[src/rtl/arinc_pkg.sv]
// Shared constants and FSM encoding for the ARINC429 receive-RAM frame scanner.
package arinc_pkg;

    localparam int unsigned N_CH   = 6;
    localparam int unsigned WORDS  = 32;
    localparam int unsigned ADDR_W = 5;
    localparam int unsigned DATA_W = 16;
    localparam int unsigned CH_W   = 3;
    localparam int unsigned LAT_W  = 2;

    localparam logic [2:0] ST_IDLE  = 3'd0;
    localparam logic [2:0] ST_ISSUE = 3'd1;
    localparam logic [2:0] ST_WAIT  = 3'd2;
    localparam logic [2:0] ST_HOLD  = 3'd3;
    localparam logic [2:0] ST_DONE  = 3'd4;

endpackage

[src/rtl/arinc_word_mux.sv]
// Combinational N_CH:1 selector picking one channel's RAM output word.
module arinc_word_mux
    import arinc_pkg::*;
(
    input  logic [N_CH*DATA_W-1:0] arinc_q,
    input  logic [CH_W-1:0]        ch,
    output logic [DATA_W-1:0]      word
);

    always_comb begin
        word = '0;
        for (int unsigned k = 0; k < N_CH; k++) begin
            if (ch == CH_W'(k)) begin
                word = arinc_q[k*DATA_W +: DATA_W];
            end
        end
    end

endmodule

[src/rtl/arinc_frame_scanner.sv]
// Walks all ARINC channel RAMs once per frame strobe and streams each word with its tags.
// Optional build macro ARINC_SKIP_ZERO_EN: zero words are dropped instead of presented.
module arinc_frame_scanner
    import arinc_pkg::*;
#(
    parameter int unsigned RD_LAT = 2
) (
    input  logic                   clock,
    input  logic                   reset,
    input  logic                   start,
    input  logic                   overrun_clr,
    output logic [ADDR_W-1:0]      rd_addr,
    input  logic [N_CH*DATA_W-1:0] arinc_q,
    output logic [DATA_W-1:0]      out_data,
    output logic [CH_W-1:0]        out_ch,
    output logic [ADDR_W-1:0]      out_addr,
    output logic                   out_valid,
    input  logic                   out_ready,
    output logic                   busy,
    output logic                   done,
    output logic                   overrun
);

    logic [2:0]        state_q, state_d;
    logic [CH_W-1:0]   ch_q, ch_d;
    logic [ADDR_W-1:0] addr_q, addr_d;
    logic [LAT_W-1:0]  lat_q, lat_d;
    logic [ADDR_W-1:0] rd_addr_q, rd_addr_d;
    logic [DATA_W-1:0] out_data_q, out_data_d;
    logic [CH_W-1:0]   out_ch_q, out_ch_d;
    logic [ADDR_W-1:0] out_addr_q, out_addr_d;
    logic              overrun_q, overrun_d;

    logic [DATA_W-1:0] sel_word;
    logic [CH_W-1:0]   ch_nxt;
    logic [ADDR_W-1:0] addr_nxt;
    logic              last_word;
    logic              skip_word;

    arinc_word_mux u_mux (
        .arinc_q (arinc_q),
        .ch      (ch_q),
        .word    (sel_word)
    );

`ifdef ARINC_SKIP_ZERO_EN
    assign skip_word = (sel_word == '0);
`else
    assign skip_word = 1'b0;
`endif

    always_comb begin
        state_d    = state_q;
        ch_d       = ch_q;
        addr_d     = addr_q;
        lat_d      = lat_q;
        rd_addr_d  = rd_addr_q;
        out_data_d = out_data_q;
        out_ch_d   = out_ch_q;
        out_addr_d = out_addr_q;

        last_word = (ch_q == CH_W'(N_CH - 1)) && (addr_q == ADDR_W'(WORDS - 1));
        if (addr_q == ADDR_W'(WORDS - 1)) begin
            addr_nxt = '0;
            ch_nxt   = ch_q + 1'b1;
        end else begin
            addr_nxt = addr_q + 1'b1;
            ch_nxt   = ch_q;
        end

        case (state_q)
            ST_IDLE: begin
                if (start) begin
                    ch_d    = '0;
                    addr_d  = '0;
                    state_d = ST_ISSUE;
                end
            end
            ST_ISSUE: begin
                rd_addr_d = addr_q;
                lat_d     = LAT_W'(RD_LAT - 1);
                state_d   = ST_WAIT;
            end
            ST_WAIT: begin
                if (lat_q == '0) begin
                    // Skipped words advance the walk here, leaving the output register untouched.
                    if (skip_word) begin
                        ch_d    = ch_nxt;
                        addr_d  = addr_nxt;
                        state_d = last_word ? ST_DONE : ST_ISSUE;
                    end else begin
                        out_data_d = sel_word;
                        out_ch_d   = ch_q;
                        out_addr_d = addr_q;
                        state_d    = ST_HOLD;
                    end
                end else begin
                    lat_d = lat_q - 1'b1;
                end
            end
            ST_HOLD: begin
                if (out_ready) begin
                    ch_d    = ch_nxt;
                    addr_d  = addr_nxt;
                    state_d = last_word ? ST_DONE : ST_ISSUE;
                end
            end
            ST_DONE: begin
                state_d = ST_IDLE;
            end
            default: begin
                state_d = ST_IDLE;
            end
        endcase

        // A set in the same clock as a clear must win.
        overrun_d = (start && (state_q != ST_IDLE)) || (overrun_q && !overrun_clr);
    end

    always_ff @(posedge clock or negedge reset) begin
        if (!reset) begin
            state_q    <= ST_IDLE;
            ch_q       <= '0;
            addr_q     <= '0;
            lat_q      <= '0;
            rd_addr_q  <= '0;
            out_data_q <= '0;
            out_ch_q   <= '0;
            out_addr_q <= '0;
            overrun_q  <= 1'b0;
        end else begin
            state_q    <= state_d;
            ch_q       <= ch_d;
            addr_q     <= addr_d;
            lat_q      <= lat_d;
            rd_addr_q  <= rd_addr_d;
            out_data_q <= out_data_d;
            out_ch_q   <= out_ch_d;
            out_addr_q <= out_addr_d;
            overrun_q  <= overrun_d;
        end
    end

    assign rd_addr   = rd_addr_q;
    assign out_data  = out_data_q;
    assign out_ch    = out_ch_q;
    assign out_addr  = out_addr_q;
    assign out_valid = (state_q == ST_HOLD);
    assign busy      = (state_q != ST_IDLE);
    assign done      = (state_q == ST_DONE);
    assign overrun   = overrun_q;

endmodule
[config.mk]
export PLATFORM = sky130hd
export DESIGN_NAME = arinc_frame_scanner
export DESIGN_NICKNAME = d
export VERILOG_FILES = /design/src/rtl/arinc_pkg.sv /design/src/rtl/arinc_word_mux.sv /design/src/rtl/arinc_frame_scanner.sv
export SDC_FILE = /design/constraint.sdc
export NUM_CORES = 1
export LEC_CHECK = 0
export CORE_MARGIN = 1.5
export CORE_UTILIZATION = 35
export CTS_CLUSTER_SIZE = 16
export DETAILED_ROUTE_END_ITERATION = 8
export PLACE_DENSITY = 0.81
export SYNTH_ARGS = -nofsm -noshare
export SYNTH_HDL_FRONTEND = slang
export SYNTH_HIERARCHICAL = 1
export SYNTH_SLANG_ARGS = --single-unit
[constraint.sdc]
create_clock -name clock -period 1.75 [get_ports clock]
set_input_delay 0.35 -clock clock [delete_from_list [all_inputs] [get_ports clock]]
set_output_delay 0.35 -clock clock [all_outputs]
set_load 0.005 [all_outputs]
==> results of run 1 <==
-- power by group through the flow --
stage / logic [W] / registers [W] / clock network (W)
6_report: 0.00219 / 0.00156 / 0.000611
5_1_grt: 0.00236 / 0.00161 / 0.000673
4_1_cts: 0.00215 / 0.00156 / 0.000637
3_5_place_dp: 0.00210 / 0.00158 / 0
3_3_place_gp: 0.00205 / 0.00155 / 0
2_1_floorplan: 0.000919 / 0.00159 / 0
-- per-stage QoR --
step	instance area [um^2]	utilization	total power, W	worst slack, ps
2_1_floorplan	2860	-	0.00251	133
5_1_grt	4500	0.577	0.00465	-18.5
4_1_cts	4470	0.572	0.00435	-43.2
6_report	4500	0.577	0.00436	58.6
3_5_place_dp	4340	0.556	0.00368	-186
3_3_place_gp	4340	0.556	0.00361	-145
-- cell families after synthesis --
| family | Yosys count | share of synthesized area |
|---|---|---|
| mux | 64 | 0.238 |
| simple gates | 63 | 0.137 |
| flops | 43 | 0.377 |
| compound gates | 50 | 0.157 |
| buf+inv | 29 | 0.0688 |
| fa+ha+maj | 5 | 0.0219 |
-- layer usage --
layer	up-vias	GRT usage	wire length [um]
met2	88	0.320	4070
met3	11	0.0374	497
met4	0	0.0404	98
met5	-	0	0
met1	1219	0.216	3340
li1	1231	-	-
-- worst reg2reg max path, cell delays in order, from the launching register on --
cell and delay (ps):
dfrtp_1 380, ha_2 210, and3_1 160, ha_1 170
nand3_2 110, o22a_1 240, a211o_1 310
-- what timing repair did --
action	4_1_cts	5_1_grt
hold endpoints to repair	0	0
pin swaps	1	0
endpoints found under the setup margin	3	29
resized for setup	7	10
setup buffers	4	1
hold buffers	0	0
-- registers in the layout (all words and copies together) (netlist names) --
register	flops
ch_q	3
out_addr	5
addr_q	5
state_q	3
out_ch	3
rd_addr	5
overrun	1
out_data	16
lat_q	2
-- path summary, 6_finish.rpt --
kind / startpoint / to / slack [ps] / depth (start not counted)
hold / removal: reset / rd_addr[1]$_DFFE_PN0N_ / -3 / 1
max in group asynchronous: reset / state_q[2]$_DFFE_PN0P_ / 1240 / 2
setup reg to reg: addr_q[0]$_DFFE_PN0P_ / ch_q[2]$_DFFE_PN0P_ / 60 / 6
setup / recovery: addr_q[0]$_DFFE_PN0P_ / ch_q[2]$_DFFE_PN0P_ / 60 / 6
hold reg to reg: rd_addr[0]$_DFFE_PN0N_ / rd_addr[0]$_DFFE_PN0N_ / 510 / 1
min in group clock: rd_addr[0]$_DFFE_PN0N_ / rd_addr[0]$_DFFE_PN0N_ / 510 / 1
-- cell usage in the layout (no fill, tap or decap), drive strengths merged, types with 2 or more instances in the layout --
cell and n:
nor2 3, a21oi 2, and2 2, mux2i 33
o21ai 5, mux2 31, nand3b 17, ha 5
inv 8, nand2 19, clkbuf 7, o21a 18
o221ai 16, nor3 2, nor3b 2, nand3 3
buf 26, nand2b 3, dfrtp 43, clkdlybuf4s50 129
and3 3
-- area by class of cell --
type	instances	area (um^2)	area share
clock buffer	6	72.6	0.0161
sequential	43	1080	0.239
multi-input combinational	182	1610	0.358
inverter	8	30.0	0.00667
timing repair buffer	158	1570	0.348
clock inverter	2	12.5	0.00278
tap	102	128	0.0283
==> out/results.env, run 1 <==
PATH_CELLS='ha_2 -> and3_1 -> ha_1 -> nand3_2 -> o22a_1 -> a211o_1'
DRTANTENNAVIOLNETS=0
YS.FLOP_TYPE='dfrtp_1'
ROUTED_WIRELENGTH_UM=8010
CAP_VIOLATIONS=0
TIMING.HOLD.WORST.CLASS='in -> async'
PLACE_HPWL_UM=6130
POWER_DENSITY_nW_PER_UM2=967
STARTPOINT_KIND_OF_THE_WORST_SETUP_TIMING_PATH='register'
PLACED_CELLS=488
SYNTH_MOST_COMMON_CELL='dfrtp_1'
CTS_BUFFER_DEPTH=2
CRITICAL_PATH_ARRIVAL_PS=1870
CLOCK_SINK_COUNT=43
CTS.HTREE.LEVELS=2
DETAILROUTE.VIA_COUNT=2549
CLOCKROOTBUFFER='clkbuf_8'
CPPEAKSTAGEDELAY_PS=380
CPMAXSTAGEDELAYCELL='dfrtp_1'
VIAS_PER_CELL=5.09
ANTENNA_CELLS_INSERTED=0
RSZ0062_AT_GRT='yes'
POST_SYNTHESIS_CELL_COUNT=254
MAX_SLEW_HEADROOM=0.601
TIMING.SETUP.CRITICAL_PATH_CLASS='reg -> reg'
COMMONEST_CELLS_IN_THE_NETLIST='dfrtp_1 (43), mux2i_1 (33), mux2_2 (31)'
TIGHTESTPINTRANSITION_PS=599
FILLER_CELL_COUNT=685
POST_SYNTH_EDFFS=0
CTS-BUFFERS-INSERTED=5
P_SEQ_FRAC=0.357
WORSTPATHBUFFERINVERTERCOUNT=0
INITIAL_CORE_UTIL=0.366
ROWS=32
HOLD_VIOLATIONS=2
RATIO_OF_CELLS_WITH_DRIVE_ABOVE_1_IN_THE_FINAL_LAYOUT=0.223
VIOLATED_CHECKS='hold timing'
TIMING_MAX_TRANSITION_VIOLATIONS_FINAL=0
PIN_COUNT=134
CLKLATENCYLATEPIN_PS=290
MAX_CLOCK_FREQ_MHz=591
DRCVIOLATIONCOUNT=0
YS_TOP_CELLS_BY_AREA='dfrtp_1 (38%), mux2_2 (12%), mux2i_1 (12%)'
SYNTH_NETS=360
CRITICAL-PATH-TOP-DELAY-FAMILY='compound AO/OA/AOI/OAI gates'
CELL_INTERNAL_PWR_W=0.00305
YOSYSWARNINGCOUNT=6
SYN_TO_FINAL_GROWTH_PCT=57.8
POSTSYNTHAREAPERCELL_UM2=11.2
SYNTH_SEQ_CELLS=43
FINCLKSKEW_PS=7.25
POWER_SWITCHING_SHARE=0.300
DRT-INITIAL-DRC-COUNT=43
DIE_HEIGHT_UM=93.3
SYNTHDISTINCTLIBCELLS=46
FP.DIEAREA_UM2=8710
POWER.IR.VDD_WORST_mV=0.634
PWR-SHARE-CLK=0.140
GRT_START_MAX_NET_PINS=33
POWER_FRAC_COMB=0.502
POST_SYNTH_INSTANCE_AREA_UM2=2860
SETUP.WORST_PATH.END_CLASS='register'
SYNTHDOMINANTAREACELLTYPE='dfrtp_1'
SHARE_OF_THE_CLOCK_PERIOD_USED_BY_THE_WORST_PATH=0.967
CTS_TREE='built'
CP.REQUIRED_PS=1920
PATH_MAX_FANOUT=3
YS_ASYNC_SR_FRACTION=1.00
SYNTH_TOP_AREA_FRAC=0.377
LAYOUT_MIN_CYCLE_TIME_PS=1690
CLK_PIN_SLEW_WORST_PATHS_PS=80
FINAL_NETS=504
PLACEABLECOREAREA_UM2=7810
GRT_USAGE=0.178
GRT_FIRST_PASS_WIRELENGTH_UM=12400
P_LEAK_nW=1.71
WHS_PS=-3.16
TNS_PS=0
NUMBER_OF_GLOBAL_ROUTE_VIAS_BEFORE_REPAIR=2559
ANTENNA_FOUND_INITIAL=0
IO_BUFFERS=133
ROUTE.DETAILED.WL_PER_INST_UM=16.0
P_SWITCHING_W=0.00131
DIE-WIDTH_UM=93.3
GLOBAL_ROUTE.OVERFLOW_TOTAL=0
SETUP_VIOLATORS_FINAL=0
DETAIL_ROUTE.FIRST_PASS.ITERATIONS=4
POST_LAYOUT_NONFILLER_INSTANCES=501
YS_SEQ_AREA_FRAC=0.377
PLACE_CONGESTION=0.862
RUN_STATUS='finished with violations'
No activity file was read; power rests on OpenSTA's default activity.
==> inputs of run 2 (changes only) <==
RECOVER_POWER = 25   (was not set)
==> run 2 against run 1 <==
Net effect: the flow now finishes without violations; clock power about the same; count of clock-buffer cells in the layout did not move; non-clock buffer count stayed put; final cell count is the same; setup slack did not move; core utilization is essentially flat; die area unchanged; sequential share of layout area hardly changed; critical path depth unchanged; power barely moved; largest power group unchanged.
==> out/results.env, run 2 (same netlist as run 1, synthesis figures left out) <==
RUN_STATUS='complete, no violations'
CPMAXSTAGEDELAYCELL='dfrtp_1'
FINAL_NETS=504  # unchanged
POWER_DENSITY_nW_PER_UM2=967  # about the same
FP.DIEAREA_UM2=8710  # unchanged
TIGHTESTPINTRANSITION_PS=1120  # +526 ps
MOSTFREQUENTLAYOUTCELL='clkdlybuf4s50_1'
SETUP.WORST_PATH.END_CLASS='register'
POST-ROUTE-CELL-AREA_UM2=4500  # about the same
ANTENNA_CELLS_INSERTED=0  # unchanged
TIMING.HOLD.WORST.CLASS='in -> async'
TIMING_MAX_TRANSITION_VIOLATIONS_FINAL=0  # unchanged
SEQUENTIAL_CELL_AREA_UM2=1080  # unchanged
ROWS=32  # unchanged
GLOBAL_ROUTE.OVERFLOW_TOTAL=0  # unchanged
CTS.HOLD.BUFFERS_ADDED=0  # unchanged
VIAS_PER_CELL=5.09  # unchanged
SHARE_OF_THE_CLOCK_PERIOD_USED_BY_THE_WORST_PATH=0.967  # unchanged
POWER_FRAC_COMB=0.502  # about the same
DIE-WIDTH_UM=93.3  # unchanged
LAYOUT.CORE_UTILIZATION=0.577  # about the same
ROUTED_WIRELENGTH_UM=8010  # about the same
MULTI_INPUT_COMB_AREA_UM2=1610  # unchanged
MAX_SLEW_HEADROOM=0.251  # -0.350
P_SEQ_FRAC=0.357  # about the same
CLK_PIN_SLEW_WORST_PATHS_PS=80  # about the same
CRITICAL-PATH-TOP-DELAY-FAMILY='compound AO/OA/AOI/OAI gates'
RATIO_OF_CELLS_WITH_DRIVE_ABOVE_1_IN_THE_FINAL_LAYOUT=0.221  # -0.00251
NUMBER_OF_FLIP_FLOPS_IN_THE_LARGEST_REGISTER=16  # unchanged
DRTANTENNAVIOLNETS=0  # unchanged
CRIT_START='addr_q[0]$_DFFE_PN0P_'
WORST_SLACK_PS=58.6  # unchanged
DETAILROUTE.VIA_COUNT=2549  # unchanged
ANTENNA_FOUND_INITIAL=0  # unchanged
CTS-BUFFERS-INSERTED=5  # unchanged
ROUTE.DETAILED.WL_PER_INST_UM=16.0  # about the same
PRE_CTS_SLACK_PS=-186  # unchanged
DETAIL_ROUTE.FIRST_PASS.ITERATIONS=4  # unchanged
CLOCKROOTBUFFER='clkbuf_8'
INITIAL_CORE_UTIL=0.366  # unchanged
SETUP_VIOLATORS_FINAL=0  # unchanged
PIN_COUNT=134  # unchanged
CLOCK_SINK_COUNT=43  # unchanged
P_SWITCHING_W=0.00131  # about the same
FILLER_CELL_COUNT=686  # +0.15%
LAYOUT_MIN_CYCLE_TIME_PS=1690  # unchanged
PATH_CELLS='ha_2 -> and3_1 -> ha_1 -> nand3_2 -> o22a_1 -> a211o_1'
PATH_MAX_FANOUT=3  # unchanged
PWR-SHARE-CLK=0.140  # about the same
DIE_HEIGHT_UM=93.3  # unchanged
PLACED_CELLS=488  # unchanged
CTS_BUFFER_DEPTH=2  # unchanged
SYN_TO_FINAL_GROWTH_PCT=57.7  # about the same
USE_MET3=0.0374  # unchanged
TIMING.SETUP.CRITICAL_PATH_CLASS='reg -> reg'
DRT-INITIAL-DRC-COUNT=43  # unchanged
PLACEABLECOREAREA_UM2=7810  # unchanged
IO_BUFFERS=133  # unchanged
PLACE_HPWL_UM=6130  # unchanged
POST_LAYOUT_NONFILLER_INSTANCES=501  # unchanged
PLACED_AREA_UM2=4340  # unchanged
GRT_START_MAX_NET_PINS=33  # unchanged
P_LEAK_nW=1.71  # -0.16%
CRITICAL_PATH.REG2REG.STARTPOINT='addr_q[0]$_DFFE_PN0P_'
TIMING.REG2REG.SETUP_SLACK_PS=60  # about the same
POWER_SWITCHING_SHARE=0.300  # about the same
CAP_VIOLATIONS=0  # unchanged
MAX_CLOCK_FREQ_MHz=591  # unchanged
CELL_INTERNAL_PWR_W=0.00305  # about the same
CP.REQUIRED_PS=1920  # about the same
CPPEAKSTAGEDELAY_PS=380  # about the same
GRT_USE_MET1=0.216  # unchanged
HOLD_VIOLATIONS=0  # -2
PLACE_CONGESTION=0.862  # unchanged
DRCVIOLATIONCOUNT=0  # unchanged
POWER.IR.VDD_WORST_mV=0.634  # about the same
STARTPOINT_KIND_OF_THE_WORST_SETUP_TIMING_PATH='register'
GR-MAX-USAGE-LAYER='met2'
MOSTFREQUENTLAYOUTCELLS='clkdlybuf4s50_1 (129), dfrtp_1 (41), mux2i_1 (33)'
CTS.HTREE.LEVELS=2  # unchanged
GRT_FIRST_PASS_WIRELENGTH_UM=12400  # unchanged
MET2_USAGE_IN_GLOBAL_ROUTING=0.320  # unchanged
CTS_TREE='built'
GRT_USAGE=0.178  # unchanged
WORSTPATHBUFFERINVERTERCOUNT=0  # unchanged
FINCLKSKEW_PS=7.25  # unchanged
RSZ0062_AT_GRT='yes'
CLKLATENCYLATEPIN_PS=290  # about the same
CRITICAL_PATH_ARRIVAL_PS=1870  # about the same
NUMBER_OF_GLOBAL_ROUTE_VIAS_BEFORE_REPAIR=2559  # unchanged
## run 2: layer usage
layer,vias up,part of all wire
li1,1231,-
met1,1219,0.42
met2,88,0.51
met3,11,0.062
met4,0,0.012
met5,-,0
## run 2: through the flow
stage / hold slack [ps] / TNS, ps / total power [W]
2_1_floorplan: 54.4 / 0 / 0.00251
3_3_place_gp: 331 / -429 / 0.00361
3_5_place_dp: 335 / -666 / 0.00368
4_1_cts: 12.6 / -43.2 / 0.00435
5_1_grt: 365 / -25.8 / 0.00465
6_report: 245 / 0 / 0.00435
## run 2: path summary, 6_finish.rpt
path	end	depth (start not counted)
min reg2reg	rd_addr[0]$_DFFE_PN0N_	1
max reg2reg	ch_q[2]$_DFFE_PN0P_	6
max in group asynchronous	state_q[2]$_DFFE_PN0P_	2
min in group clock	rd_addr[0]$_DFFE_PN0N_	1
min	rd_addr[1]$_DFFE_PN0N_	1
max	ch_q[2]$_DFFE_PN0P_	6
## run 2: power groups by stage
stage	combinational, W	clock (W)	sequential (W)
floorplan	0.000919	0	0.00159
global placement	0.00205	0	0.00155
detailed placement	0.00210	0	0.00158
CTS	0.00215	0.000637	0.00156
global route	0.00236	0.000673	0.00161
finish	0.00219	0.000611	0.00156
## run 2: what timing repair did
item,in CTS,in global routing
resized for setup,7,10
setup endpoints to repair,3,29
pin swaps,1,0
hold endpoints to repair,0,0
setup buffers,4,1
## run 2: final cells by class
class,count,area share
clock inverters,2,0.00278
well taps,102,0.0283
repair buffers,158,0.348
clock buffers,6,0.0161
flip-flops and latches,43,0.240
multi-input cells,182,0.358
inverters,8,0.00667
